### config.mk
export PLATFORM = sky130hd
export DESIGN_NAME = ulaw_comp
export DESIGN_NICKNAME = d
export VERILOG_FILES = /design/src/rtl/ulaw_pkg.sv /design/src/rtl/ulaw_mag_bias.sv /design/src/rtl/ulaw_comp.sv
export SDC_FILE = /design/constraint.sdc
export NUM_CORES = 1
export LEC_CHECK = 0
export BUFFER_PORTS_ARGS = -buffer_cell sky130_fd_sc_hd__buf_2
export CAP_MARGIN = 25
export CORE_UTILIZATION = 45
export DETAILED_ROUTE_END_ITERATION = 8
export HOLD_SLACK_MARGIN = 0.05
export PLACE_DENSITY = 0.7
export SYNTH_ARGS = -nofsm -noshare
export SYNTH_HDL_FRONTEND = slang
export SYNTH_SLANG_ARGS = --single-unit
### constraint.sdc
create_clock -name clk -period 6.64 [get_ports clk]
set_input_delay 0.996 -clock clk [delete_from_list [all_inputs] [get_ports clk]]
set_output_delay 0.996 -clock clk [all_outputs]
set_load 0.01 [all_outputs]
### src/rtl/ulaw_pkg.sv
// ulaw_pkg: constants and state encoding shared by the u-law compressor and
// decompressor.
//   ULAW_BIAS  bias added to the magnitude before the segment search
//   ULAW_CLIP  largest magnitude accepted before biasing (8158 + 33 = 13'h1FFF)
//   LIN_W      linear sample width (two's complement)
//   ENC_W      compressed code width {sign, seg[2:0], mant[3:0]}
package ulaw_pkg;
  localparam int LIN_W     = 14;
  localparam int ENC_W     = 8;
  localparam int ULAW_BIAS = 33;
  localparam int ULAW_CLIP = 8158;

  typedef enum logic [1:0] {
    ST_IDLE   = 2'd0,
    ST_LOAD   = 2'd1,
    ST_SEARCH = 2'd2
  } ulaw_state_e;
endpackage

### src/rtl/ulaw_mag_bias.sv
// ulaw_mag_bias: combinational absolute value, clip and bias for one sample.
//   lin   in   LIN_W  signed linear sample
//   m     out  13     min(|lin|, ULAW_CLIP) + ULAW_BIAS
//   clip  out  1      magnitude was saturated to ULAW_CLIP
module ulaw_mag_bias
  import ulaw_pkg::*;
(
  input  logic [LIN_W-1:0] lin,
  output logic [12:0]      m,
  output logic             clip
);
  logic [LIN_W-1:0] mag;
  logic [12:0]      mag_c;

  // 14-bit negate: -8192 wraps to 14'h2000, which reads as +8192 unsigned.
  assign mag   = lin[LIN_W-1] ? (~lin + 1'b1) : lin;
  assign clip  = (mag > LIN_W'(ULAW_CLIP));
  assign mag_c = clip ? 13'(ULAW_CLIP) : mag[12:0];
  assign m     = mag_c + 13'(ULAW_BIAS);
endmodule

### src/rtl/ulaw_comp.sv
// ulaw_comp: iterative u-law compressor, 14-bit linear in, 8-bit code out.
// Code is {sign, seg[2:0], mant[3:0]}. Start/finish pulse handshake:
//   clk      in   system clock, rising edge
//   reset    in   async active-high reset (aborts a conversion, no finish)
//   start    in   one-cycle request, samples lin_in (ignored while busy)
//   lin_in   in   signed linear sample
//   enc_out  out  compressed code, held until the next finish
//   busy     out  conversion in flight
//   finish   out  one-cycle pulse, enc_out valid from this cycle
//   clipped  out  (ULAW_COMP_CLIP_FLAG_EN only) last sample saturated to CLIP
// Latency from the start edge: 2 + (7 - seg) cycles.
module ulaw_comp
  import ulaw_pkg::*;
(
  input  logic             clk,
  input  logic             reset,
  input  logic             start,
  input  logic [LIN_W-1:0] lin_in,
  output logic [ENC_W-1:0] enc_out,
  output logic             busy,
  output logic             finish
`ifdef ULAW_COMP_CLIP_FLAG_EN
  ,
  output logic             clipped
`endif
);
  ulaw_state_e      state_q, state_d;
  logic             s_q;
  logic [LIN_W-1:0] lin_q;
  logic [12:0]      m_q;
  logic [2:0]       seg_q;
  logic [12:0]      mb_m;
  logic             mb_clip;
  logic             done;

  ulaw_mag_bias u_mag_bias (
    .lin  (lin_q),
    .m    (mb_m),
    .clip (mb_clip)
  );

  // Normalised once the leading one reaches bit 12, or out of segments.
  assign done = m_q[12] || (seg_q == 3'd0);

  always_ff @(posedge clk or posedge reset) begin
    if (reset) state_q <= ST_IDLE;
    else       state_q <= state_d;
  end

  always_comb begin
    state_d = state_q;
    case (state_q)
      ST_IDLE:   if (start) state_d = ST_LOAD;
      ST_LOAD:   state_d = ST_SEARCH;
      ST_SEARCH: if (done) state_d = ST_IDLE;
      default:   state_d = ST_IDLE;
    endcase
  end

  always_ff @(posedge clk or posedge reset) begin
    if (reset) begin
      s_q     <= 1'b0;
      lin_q   <= '0;
      m_q     <= '0;
      seg_q   <= '0;
      enc_out <= '0;
      busy    <= 1'b0;
      finish  <= 1'b0;
    end else begin
      finish <= 1'b0;
      case (state_q)
        ST_IDLE: if (start) begin
          s_q   <= lin_in[LIN_W-1];
          lin_q <= lin_in;
          busy  <= 1'b1;
        end
        ST_LOAD: begin
          m_q   <= mb_m;
          seg_q <= 3'd7;
        end
        ST_SEARCH: begin
          if (done) begin
            enc_out <= {s_q, seg_q, m_q[11:8]};
            finish  <= 1'b1;
            busy    <= 1'b0;
          end else begin
            m_q   <= m_q << 1;
            seg_q <= seg_q - 3'd1;
          end
        end
        default: ;
      endcase
    end
  end

`ifdef ULAW_COMP_CLIP_FLAG_EN
  logic clip_q;

  // Flag is latched at LOAD and published with enc_out at finish.
  always_ff @(posedge clk or posedge reset) begin
    if (reset) begin
      clip_q  <= 1'b0;
      clipped <= 1'b0;
    end else begin
      if (state_q == ST_LOAD) clip_q <= mb_clip;
      if (state_q == ST_SEARCH && done) clipped <= clip_q;
    end
  end
`else
  logic clip_unused;
  assign clip_unused = mb_clip;
`endif
endmodule

==> insert_results.sql <==
INSERT INTO impl_metrics (metric_group, metric, value, unit) VALUES
('final_layout', 'mostFrequentLayoutCell', 'dfrtp_1', ''),
('power_and_ir_drop', 'power-per-cell-area', '527', 'nW/um^2'),
('timing', 'finClkSkew', '0.00629', 'ns'),
('global_routing', 'grt_first_pass_wirelength', '9890', 'um'),
('synth', 'synth_cells', '279', ''),
('critical_path', 'crit_arrival', '4.25', 'ns'),
('clocking', 'numCtsBuffers', '5', ''),
('run_status', 'outcome', 'complete, no violations', ''),
('critical_path', 'req_time_crit_path', '6.87', 'ns'),
('timing', 'final.setup.tns', '0', 'ns'),
('die', 'design.die.area', '5980', 'um^2'),
('min_path', 'hold_class', 'flop to flop', ''),
('clocking', 'ctsResizeCount', '0', ''),
('timing', 'fin_crit_sh', '60.6', '%'),
('die', 'initial_utilization', '46.6', '%'),
('synth', 'synthDistinctLibCells', '59', ''),
('final_layout', 'filler_cell_count', '545', ''),
('placement', 'place.detailed.instances', '366', ''),
('synth', 'yosysWarnings', '0', ''),
('final_layout', 'nNetsFinal', '323', ''),
('clocking', 'tritoncts_clock_tree', 'yes', ''),
('synth', 'synth.yosys.seq_area_share', '41.2', '%'),
('global_routing', 'track_usage', '20.7', '%'),
('critical_path', 'setup.worst_path.end_class', 'flop', ''),
('die', 'die_width', '77.3', 'um'),
('timing', 'fmax', '249', 'MHz'),
('final_layout', 'layout_common_cells', 'dfrtp_1, nand2_1, buf_2, o21ai_0, nor2_1', ''),
('synth', 'ys_async_sr_fraction', '100', '%'),
('routing', 'detail-route-antenna-nets', '0', ''),
('clocking', 'postCtsSetupRepairBufs', '0', ''),
('clocking', 'hold_buffers', '0', ''),
('placement', 'port_buffers', '26', ''),
('timing', 'timing.final.hold_violations', '0', ''),
('routing', 'drc', '0', ''),
('final_layout', 'multi_input_area', '1400', 'um^2'),
('flow_run', 'max_cap_viols', '0', ''),
('routing', 'dr.first_iter.drc_count', '114', ''),
('synth', 'count_of_flip_flops_with_a_built_in_enable_after_synthesis', '0', ''),
('critical_path', 'worst_r2r_startpoint', 'lin_q[0]', ''),
('global_routing', 'antenna_found_initial', '0', ''),
('global_routing', 'grt_pass1_vias', '2099', ''),
('routing', 'route.vias.total', '2147', ''),
('timing', 'slew_headroom', '38.9', '%'),
('power_and_ir_drop', 'power_report.internal_total', '0.000811', 'W'),
('die', 'rows', '27', ''),
('critical_path', 'worstSetupStartpointType', 'flop', ''),
('timing', 'slew_violations', '0', ''),
('synth', 'syn_avg_cell_area', '9.15', 'um^2'),
('final_layout', 'layout-area-overhead-vs-synth', '11.3', '%'),
('clocking', 'cts-root-buf', 'clkbuf_8', ''),
('global_routing', 'gr-usage-met3', '3.45', '%'),
('power_and_ir_drop', 'switching_share', '45.8', '%'),
('power_and_ir_drop', 'static-leakage-power', '1.20', 'nW'),
('timing', 'grt_setup_unrepaired', 'false', ''),
('final_layout', 'regArea', '1050', 'um^2'),
('global_routing', 'globalRouteOverflowTotal', '0', ''),
('global_routing', 'gr_layer_usage_met1', '27.2', '%'),
('power_and_ir_drop', 'power_frac_seq', '34.8', '%'),
('final_layout', 'finish.cell_count_without_fillers', '374', ''),
('global_routing', 'global_route.peak_usage_layer', 'met2', ''),
('clocking', 'path_clk_slew', '0.09', 'ns'),
('timing', 'finalCriticalPeriod', '4.02', 'ns'),
('global_routing', 'groute.layer.met2.usage', '34.6', '%'),
('clocking', 'clk-insertion-delay-late', '0.29', 'ns'),
('min_path', 'min_from', 'seg_q[0]', ''),
('power_and_ir_drop', 'power_switching', '0.000686', 'W'),
('synth', 'mappedNetlistNets', '301', ''),
('die', 'die-height', '77.3', 'um'),
('clocking', 'number_of_h_tree_branching_levels', '2', ''),
('critical_path', 'path_class', 'flop to flop', ''),
('global_routing', 'largest_net_degree_at_the_start_of_global_routing', '43', '');
==> cell type report <==
| class | instances | share of cell area (%) |
|---|---|---|
| Multi-Input combinational cell | 213 | 49.4 |
| Sequential cell | 42 | 37.0 |
| Timing Repair Buffer | 28 | 5.11 |
| Tap cell | 72 | 3.17 |
| Clock buffer | 6 | 2.55 |
| Inverter | 11 | 1.45 |
| Clock inverter | 2 | 1.32 |
==> cells by family after synthesis <==
kind of cell,Yosys count,share of synthesized area (%)
AND/OR/NAND/NOR,109,22.0
XOR/XNOR,13,4.46
buffers and inverters,24,4.02
multiplexers,12,5.20
flip-flops,42,41.2
AO/OA/AOI/OAI,74,20.7
adder cells (fa/ha/maj),5,2.45
==> worst max-delay path, cell delays in order (launching register included) <==
cell	delay (ns)
dfrtp_1	0.48
inv_1	0.14
ha_1	0.36
nor3b_1	0.20
o211ai_1	0.35
nand4b_1	0.17
a2111oi_1	0.70
a21oi_1	0.32
nand2_1	0.12
ha_1	0.30
a21oi_1	0.15
o311ai_0	0.34
o2111ai_1	0.18
nand3_1	0.13
==> metrics by stage <==
step / power (W) / util, % / hold WS, ns / worst slack [ns] / instance area (um^2)
3_3_place_gp: 0.00128 / 49.9 / 0.453 / 2.72 / 2730
4_1_cts: 0.00150 / 51.9 / 0.477 / 2.61 / 2840
2_1_floorplan: 0.00111 / - / 0.440 / 3.30 / 2550
3_5_place_dp: 0.00129 / 49.9 / 0.458 / 2.67 / 2730
5_1_grt: 0.00163 / 51.9 / 0.505 / 2.06 / 2840
6_report: 0.00150 / 51.9 / 0.468 / 2.62 / 2840
==> sequential cells by signal, indices dropped and copies added, names as in the netlist <==
register and count:
enc_out 8, seg_q 3, finish 1, state_q 2, lin_q 13, s_q 1
busy 1, m_q 13
==> power groups by stage <==
| stage | clock network, W | registers, W | logic (W) |
|---|---|---|---|
| floorplan | 0 | 0.000474 | 0.000632 |
| global placement | 0 | 0.000516 | 0.000759 |
| detailed placement | 0 | 0.000523 | 0.000767 |
| CTS | 0.000208 | 0.000519 | 0.000770 |
| global route | 0.000221 | 0.000544 | 0.000869 |
| finish | 0.000206 | 0.000520 | 0.000771 |
==> cell usage after synthesis, drive strengths merged (3+ instances only) <==
| cell type | count | share of area (%) |
|---|---|---|
| xnor2 | 9 | 3.1 |
| a21oi | 12 | 2.4 |
| o21ai | 20 | 3.9 |
| inv | 10 | 1.5 |
| nand2 | 37 | 5.4 |
| mux2 | 10 | 4.4 |
| nor2 | 13 | 1.9 |
| a21o | 4 | 1.5 |
| ha | 5 | 2.5 |
| o41ai | 3 | 1.3 |
| nor3 | 12 | 2.4 |
| xor2 | 4 | 1.4 |
| or3 | 8 | 2.0 |
| and3 | 4 | 1.2 |
| o31ai | 3 | 1.1 |
| buf | 6 | 1.4 |
| dfrtp | 42 | 41 |
| clkbuf | 7 | 1.0 |
| nand2b | 7 | 1.7 |
| nand3 | 7 | 1.4 |
| o211ai | 7 | 2.1 |
| nor2b | 6 | 1.5 |
| or4 | 3 | 0.88 |
==> path summary, 6_finish.rpt <==
path	slack (ns)	cells after the start	to
max	2.62	13	m_q[8]
min	0.47	1	seg_q[0]
max reg2reg	2.62	13	m_q[8]
min reg2reg	0.47	1	seg_q[0]
max in group asynchronous	5.46	3	enc_out[2]
min in group asynchronous	0.82	3	lin_q[4]
==> per-layer routing <==
layer | vias to the layer above | wire length [um]
met4 | 0 | 50
met2 | 52 | 2690
met5 | - | 0
met1 | 1019 | 2700
li1 | 1069 | -
met3 | 7 | 190
(Power assumes the default switching activity.)
